**config.mk**
```make
export PLATFORM = sky130hd
export DESIGN_NAME = pulse_pair_transmitter
export DESIGN_NICKNAME = d
export VERILOG_FILES = /design/src/rtl/pulse_pair_transmitter.sv
export SDC_FILE = /design/constraint.sdc
export NUM_CORES = 1
export LEC_CHECK = 0
export CAP_MARGIN = 10
export CORE_MARGIN = 3
export CORE_UTILIZATION = 49
export CTS_CLUSTER_SIZE = 20
export DETAILED_ROUTE_END_ITERATION = 16
export PLACE_DENSITY = 0.72
export SYNTH_ARGS = -nofsm -noshare
export SYNTH_HDL_FRONTEND = slang
export SYNTH_SLANG_ARGS = --single-unit
```
**constraint.sdc**
```tcl
create_clock -name clk -period 1.9 [get_ports clk]
set_input_delay 0.285 -clock clk [delete_from_list [all_inputs] [get_ports clk]]
set_output_delay 0.285 -clock clk [all_outputs]
set_load 0.01 [all_outputs]
```
**src/rtl/pulse_pair_transmitter.sv**
```systemverilog
// Purpose: sends a 4-bit word MSB first as one-cycle pulses (a = 1 bit, b = 0 bit), GAP idle cycles after each.
// Latency: first pulse in the cycle after the accepted start; finished pulse 4*(GAP+1) cycles after that.
// Backpressure: none; start is sampled only in IDLE, and any start seen while busy is dropped.
module pulse_pair_transmitter #(
  parameter int GAP = 2  // idle cycles after each pulse, 1..255
) (
  input  logic       clk,
  input  logic       rst,
  input  logic       start,
  input  logic [3:0] data_in,
  output logic       a,
  output logic       b,
  output logic       busy,
  output logic       finished,
  output logic       two_plus
);

  typedef enum logic [1:0] {
    S_IDLE   = 2'd0,
    S_PULSE  = 2'd1,
    S_GAP    = 2'd2,
    S_FINISH = 2'd3
  } state_t;

  localparam logic [7:0] GAP_CNT = 8'(GAP);

  state_t     state, state_n;
  logic [3:0] shreg, shreg_n;
  logic [1:0] bit_idx, bit_idx_n;
  logic [7:0] gap_cnt, gap_cnt_n;
  logic       two_plus_n;
  logic       a_n, b_n, busy_n, finished_n;
  logic [2:0] ones;

  // Registered state and outputs; outputs are decoded from the next state so they line up with it.
  always_ff @(posedge clk or posedge rst) begin
    if (rst) begin
      state    <= S_IDLE;
      shreg    <= 4'd0;
      bit_idx  <= 2'd0;
      gap_cnt  <= 8'd0;
      two_plus <= 1'b0;
      a        <= 1'b0;
      b        <= 1'b0;
      busy     <= 1'b0;
      finished <= 1'b0;
    end else begin
      state    <= state_n;
      shreg    <= shreg_n;
      bit_idx  <= bit_idx_n;
      gap_cnt  <= gap_cnt_n;
      two_plus <= two_plus_n;
      a        <= a_n;
      b        <= b_n;
      busy     <= busy_n;
      finished <= finished_n;
    end
  end

  // Next-state, datapath and next-output decode; the word always presents its current bit at shreg[3].
  always_comb begin
    state_n    = state;
    shreg_n    = shreg;
    bit_idx_n  = bit_idx;
    gap_cnt_n  = gap_cnt;
    two_plus_n = two_plus;
    ones       = {2'b00, data_in[0]} + {2'b00, data_in[1]}
               + {2'b00, data_in[2]} + {2'b00, data_in[3]};

    case (state)
      S_IDLE: begin
        if (start) begin
          state_n    = S_PULSE;
          shreg_n    = data_in;
          bit_idx_n  = 2'd3;
          two_plus_n = (ones >= 3'd2);
        end
      end
      S_PULSE: begin
        state_n   = S_GAP;
        gap_cnt_n = GAP_CNT;
      end
      S_GAP: begin
        if (gap_cnt == 8'd1) begin
          gap_cnt_n = 8'd0;
          if (bit_idx == 2'd0) begin
            state_n = S_FINISH;
          end else begin
            state_n   = S_PULSE;
            shreg_n   = {shreg[2:0], 1'b0};
            bit_idx_n = bit_idx - 2'd1;
          end
        end else begin
          gap_cnt_n = gap_cnt - 8'd1;
        end
      end
      S_FINISH: begin
        state_n = S_IDLE;
      end
      default: begin
        state_n = S_IDLE;
      end
    endcase

    a_n        = (state_n == S_PULSE) && shreg_n[3];
    b_n        = (state_n == S_PULSE) && !shreg_n[3];
    busy_n     = (state_n != S_IDLE);
    finished_n = (state_n == S_FINISH);
  end

endmodule

```
# Word level (Yosys, flattened, before mapping)
# Cells that the tools add are included.
[classes]
n_eq_ne = 9
magnitude_cmp = 1
reduce_logical = 10
add_sub_neg = 5
n_mux = 14
[ops]
columns = ["op", "count"]
rows = [
  ["$pmux W8 S2", 1],
  ["$mux W2", 6],
  ["$mux W4", 3],
  ["$eq A8 B1 Y1 const B", 1],
  ["$mux W8", 1],
  ["$pmux W2 S4", 1],
  ["$pmux W4 S2", 1],
  ["$sub A8 B1 Y8 const B", 1],
  ["$eq A2 B2 Y1 const B", 3],
  ["$ne A2 B2 Y1 const B", 3],
  ["$reduce_bool A2 Y1", 3],
  ["$eq A2 B1 Y1 const B", 2],
  ["$logic_not A2 Y1", 2],
  ["$pmux W2 S2", 1],
  ["$reduce_and A4 Y1", 1],
  ["$add A2 B1 Y3", 1],
  ["$add A3 B1 Y3", 1],
  ["$ge A3 B2 Y1 const B", 1],
  ["$add A1 B1 Y2", 1],
  ["$logic_and A1 B1 Y1", 2],
  ["$reduce_and A2 Y1", 1],
  ["$sub A2 B1 Y2 const B", 1],
  ["$logic_not A1 Y1", 1],
]
[totals]
ff_bits = 21
elab_cells = 49

# Depth between registers and ports, before layout
[depth]
word_depth = 6
depth_mapped = 7
depth_no_buf = 7

# Worst setup path before layout
# Ideal clock, no wire load.
[synth_timing]
path_kind = "flip-flop to flip-flop"
startpoint = "reg gap_cnt[4]"
endpoint = "reg gap_cnt[2]"
setup_slack_ns = -0.047
required_time_ns = 1.766
period_less_slack_ns = 1.947
arrival_ns = 1.813
stages_incl_launch_ff = 5
path_cell_list = "dfrtp_1 or4_4 or4b_4 a21boi_1 nor2_1"
[synth_between]
elab_chain_cells = 3
[synth_rtl]
columns = ["element", "line_no", "rtl"]
rows = [
  ["from (decl)", "30", "logic [7:0] gap_cnt, gap_cnt_n;"],
  ["from (signal assigned)", "51", "gap_cnt <= gap_cnt_n;"],
  ["$eq A8 B1 Y1", "84", "if (gap_cnt == 8'd1) begin"],
  ["$mux W8", "84", ""],
  ["$pmux W8 S2", "70", "case (state)"],
]
# No other way between the ends.
# A chain may end at the register's enable or synchronous reset.

# Final worst setup path
[layout_timing]
startpoint = "reg gap_cnt[4]"
endpoint = "reg a"
[layout_between]
elab_chain_cells = 5
elab_cells_between_ends = 7
[layout_rtl]
columns = ["element", "line_no", "rtl"]
rows = [
  ["$eq A8 B1 Y1 (*)", "84", ""],
  ["$mux W2", "84", ""],
  ["$pmux W2 S4", "70", ""],
  ["$eq A2 B1 Y1", "105", "a_n = (state_n == S_PULSE) && shreg_n[3];"],
  ["$logic_and A1 B1 Y1 (*)", "105", ""],
  ["net a_n", "32", "logic a_n, b_n, busy_n, finished_n;"],
  ["to (signal assigned)", "53", "a <= a_n;"],
  ["to (decl)", "11", "output logic a,"],
]
# The timed path passes the listed nets; every way through them passes the cells marked *. The select of a mux whose other input is x is not followed.

==> metrics.txt <==
# TYPE chip_impl_metric gauge
chip_impl_info{name="status",value="complete, but fails checks"} 1
chip_impl_info{name="violations",value="negative setup slack"} 1
chip_impl_metric{name="totalPowerFinal",unit="uW"} 692.7
chip_impl_metric{name="cts_inserted_buffers",unit=""} 3
chip_impl_metric{name="period_needed",unit="ns"} 1.956
chip_impl_metric{name="timing_worst_slew_pin_value",unit="ns"} 0.3687
chip_impl_metric{name="worstSkewPairLatency",unit="ns"} 0.30
chip_impl_metric{name="cts-htree-levels",unit=""} 1
chip_impl_metric{name="worst-path-max-fanout",unit=""} 5
chip_impl_metric{name="grt_usage",unit="%"} 16.90
chip_impl_metric{name="initial_core_util",unit="%"} 53.65
chip_impl_metric{name="ys_seq_area_share",unit="%"} 48.44
chip_impl_info{name="ctsRootBufferMaster",value="sky130_fd_sc_hd__clkbuf_4"} 1
chip_impl_metric{name="synth-warning-count",unit=""} 0
chip_impl_metric{name="synthesis.area",unit="sq um"} 1085
chip_impl_metric{name="syn_nets",unit=""} 118
chip_impl_metric{name="timing.clock.skew",unit="ns"} 0.004221
chip_impl_info{name="synth_top_cell_by_area",value="sky130_fd_sc_hd__dfrtp_1"} 1
chip_impl_metric{name="sink_count",unit=""} 21
chip_impl_metric{name="fin_crit_share",unit="%"} 102.9
chip_impl_metric{name="postSynthRegisterBits",unit=""} 21
chip_impl_metric{name="syn_inst",unit=""} 104
chip_impl_metric{name="detailed_place.area",unit="sq um"} 1296
chip_impl_info{name="post-synth-top-count-cell",value="sky130_fd_sc_hd__dfrtp_1"} 1
chip_impl_metric{name="maxCapViolCount",unit=""} 0
chip_impl_metric{name="cts.path.max_buffers",unit=""} 2
chip_impl_metric{name="num_rows",unit=""} 16
chip_impl_metric{name="clock_transition_at_the_register_clock_pins_on_the_worst_setup_and_hold_paths_after_cts",unit="ns"} 0.12
chip_impl_info{name="timing.hold.worst.class",value="input port to asynchronous set/reset pin"} 1
chip_impl_metric{name="grt_pass1_wl",unit="mm"} 3.325
chip_impl_info{name="worst_setup_path_end_kind",value="flop"} 1
chip_impl_metric{name="drc_errors",unit=""} 0
chip_impl_metric{name="setup_ws",unit="ns"} -0.05575
chip_impl_metric{name="die-height",unit="um"} 53.05
chip_impl_metric{name="syn_area_per_cell",unit="sq um"} 10.43
chip_impl_metric{name="grtUsageMet2",unit="%"} 28.72
chip_impl_metric{name="synth-async-reset-ratio",unit="%"} 100.0
chip_impl_metric{name="final_layout_size_suffix_gt1_share",unit="%"} 21.88
chip_impl_info{name="worstSetupPathType",value="flop to flop"} 1
chip_impl_metric{name="final.hold.worst_slack",unit="ns"} 0.2898
chip_impl_metric{name="fp.coreArea",unit="sq um"} 2022
chip_impl_metric{name="hpwl",unit="mm"} 1.573
chip_impl_metric{name="antenna_left",unit=""} 0
chip_impl_metric{name="design.final.nets",unit=""} 143
chip_impl_metric{name="final-hold-violation-count",unit=""} 0
chip_impl_metric{name="data_arrival_time_of_the_critical_path",unit="ns"} 2.20
chip_impl_metric{name="max_freq",unit="MHz"} 511.3
chip_impl_metric{name="area_delta_synth_final",unit="%"} 26.41
chip_impl_metric{name="drt-pass1-iter-count",unit=""} 4
chip_impl_metric{name="layout.filler_cells",unit=""} 156
chip_impl_metric{name="gp_congestion",unit=""} 0.8075
chip_impl_metric{name="pwr_density_cell",unit="nW/um^2"} 505.1
chip_impl_metric{name="initialDrtViolationCount",unit=""} 20
chip_impl_metric{name="grt_max_degree",unit=""} 22
chip_impl_metric{name="timing.critical_path.buf_inv",unit=""} 0
chip_impl_metric{name="via_count_of_the_first_global_routing_pass",unit=""} 818
chip_impl_metric{name="max_stage_delay",unit="ns"} 0.58
chip_impl_metric{name="grt_util_met3",unit="%"} 3.662
chip_impl_info{name="rsz0062_at_grt",value="true"} 1
chip_impl_metric{name="critical_path_required",unit="ns"} 2.14
chip_impl_metric{name="synth_edf_count",unit=""} 0
chip_impl_info{name="cpMaxStageDelayCell",value="sky130_fd_sc_hd__or4b_4"} 1
chip_impl_info{name="synth.cells.most_frequent",value="sky130_fd_sc_hd__dfrtp_1, sky130_fd_sc_hd__nor2_1, sky130_fd_sc_hd__inv_1"} 1
chip_impl_metric{name="die_width",unit="um"} 53.05
chip_impl_metric{name="cellLeakagePower",unit="nW"} 0.6222
chip_impl_metric{name="hold_buffers",unit=""} 0
chip_impl_metric{name="stdcell_area",unit="sq um"} 1371
chip_impl_metric{name="yosys.cell_types.count",unit=""} 31
chip_impl_metric{name="routed-via-count",unit=""} 802
chip_impl_metric{name="io_buffers",unit=""} 11
chip_impl_metric{name="boundaryPins",unit=""} 12
chip_impl_metric{name="vdd_drop_max",unit="mV"} 0.4628
chip_impl_info{name="cts_tree",value="yes"} 1
chip_impl_metric{name="setup_viol",unit=""} 3
chip_impl_metric{name="antenna_found_initial",unit=""} 0
chip_impl_metric{name="worst_slew_margin_rel",unit="%"} 75.37
chip_impl_metric{name="globalRouteOverflowTotal",unit=""} 0
chip_impl_metric{name="die_area",unit="sq um"} 2814
chip_impl_info{name="path_delay_family",value="simple AND/OR/NAND/NOR gates"} 1
chip_impl_metric{name="routed_wl",unit="mm"} 2.177
chip_impl_metric{name="timing_max_transition_violations_final",unit=""} 0
chip_impl_info{name="path_cells",value="or4_4 -> or4b_4 -> a21o_4 -> nor3b_2"} 1
chip_impl_metric{name="dpl_worst_slack",unit="ns"} -0.04199
chip_impl_metric{name="detail_route.wl_per_cell",unit="um"} 14.05
chip_impl_metric{name="netlist.area_leader.share",unit="%"} 48.44
chip_impl_info{name="synth_flop_cell",value="sky130_fd_sc_hd__dfrtp_1"} 1
chip_impl_metric{name="viasPerCell",unit=""} 5.174
chip_impl_info{name="gr-max-usage-layer",value="met2"} 1
chip_impl_metric{name="num_antenna_cells",unit=""} 0
chip_impl_metric{name="global_route.usage.met1",unit="%"} 19.14
chip_impl_info{name="synth_top_cells_by_area",value="sky130_fd_sc_hd__dfrtp_1, sky130_fd_sc_hd__ha_1, sky130_fd_sc_hd__mux2_2, sky130_fd_sc_hd__nor2_1, sky130_fd_sc_hd__inv_1"} 1
chip_impl_metric{name="final.setup.tns",unit="ns"} -0.1329
chip_impl_info{name="start_kind",value="flop"} 1
## layout make-up
class                           count  area [sq um]  share of cell area (%)
Timing Repair Buffer               21         185.2                   13.50
Sequential cell                    21         525.5                   38.32
Inverter                           12         45.04                   3.285
Clock buffer                        3         22.52                   1.642
Clock inverter                      1         5.005                  0.3650
Tap cell                           27         33.78                   2.463
Multi-Input combinational cell     70         554.3                   40.42
## worst min-delay path: cells and delay by family
kind	cells	cell delay (ns)
buffers and inverters	3	0.70
## what timing repair did
| action | 4_1_cts | 5_1_grt |
|---|---|---|
| resized for setup | 1 | 6 |
| buffers inserted | 1 | 0 |
| setup endpoints to repair | 8 | 15 |
| pin swaps | 3 | 10 |
## through the flow
step / cells / util [%]
final: 155 / 67.82
after CTS: 155 / 66.09
after global placement: 150 / 64.11
after floorplan: 104 / -
after global routing: 155 / 67.82
after detailed placement: 150 / 64.11
## cells by family (layout without fill, tap and decap cells)
logic type,after synthesis,after routing,share of synthesized area [%]
mux,7,7,7.035
simple gates,38,38,18.34
compound gates,12,12,8.074
buf+inv,13,37,4.498
xor+xnor,6,6,4.845
fa+ha+maj,7,7,8.766
flops,21,21,48.44
## layout by cell type (no fill, tap or decap), types with 3 or more instances in the layout
| cell | count |
|---|---|
| sky130_fd_sc_hd__dfrtp_1 | 21 |
| sky130_fd_sc_hd__nand2_1 | 7 |
| sky130_fd_sc_hd__inv_1 | 12 |
| sky130_fd_sc_hd__nor3_1 | 3 |
| sky130_fd_sc_hd__clkbuf_4 | 3 |
| sky130_fd_sc_hd__buf_4 | 10 |
| sky130_fd_sc_hd__nor2_1 | 13 |
| sky130_fd_sc_hd__mux2_2 | 5 |
| sky130_fd_sc_hd__ha_1 | 6 |
| sky130_fd_sc_hd__xnor2_1 | 3 |
| sky130_fd_sc_hd__clkdlybuf4s50_1 | 11 |
| sky130_fd_sc_hd__xor2_1 | 3 |
## report_power, final
part           switching, mW  leakage (nW)  internal (mW)
Sequential                 0         0.247          0.447
Combinational         0.0153         0.357         0.0159
Clock                  0.136        0.0177         0.0785
## routing by layer
| metal | vias up | share of wire, % |
|---|---|---|
| met1 | 386 | 44 |
| li1 | 400 | - |
| met5 | - | 0 |
| met3 | 4 | 2.5 |
| met2 | 12 | 52 |
| met4 | 0 | 1.7 |
## registers in the layout (all words and copies together) (netlist names)
register,cells
finished,1
bit_idx,2
two_plus,1
state,2
busy,1
a,1
shreg,4
gap_cnt,8
b,1
## path summary, 6_finish.rpt
path	start	endpoint	slack [ns]	cells after the start
setup / recovery	gap_cnt[4]	a	-0.06	4
hold / removal	rst	bit_idx[0]	0.29	3
setup reg to reg	gap_cnt[4]	a	-0.06	4
hold reg to reg	bit_idx[1]	bit_idx[1]	0.52	1
max in group asynchronous	rst	gap_cnt[3]	1.39	3
min in group clk	bit_idx[1]	bit_idx[1]	0.52	1
No activity file was read; power rests on OpenSTA's default activity.
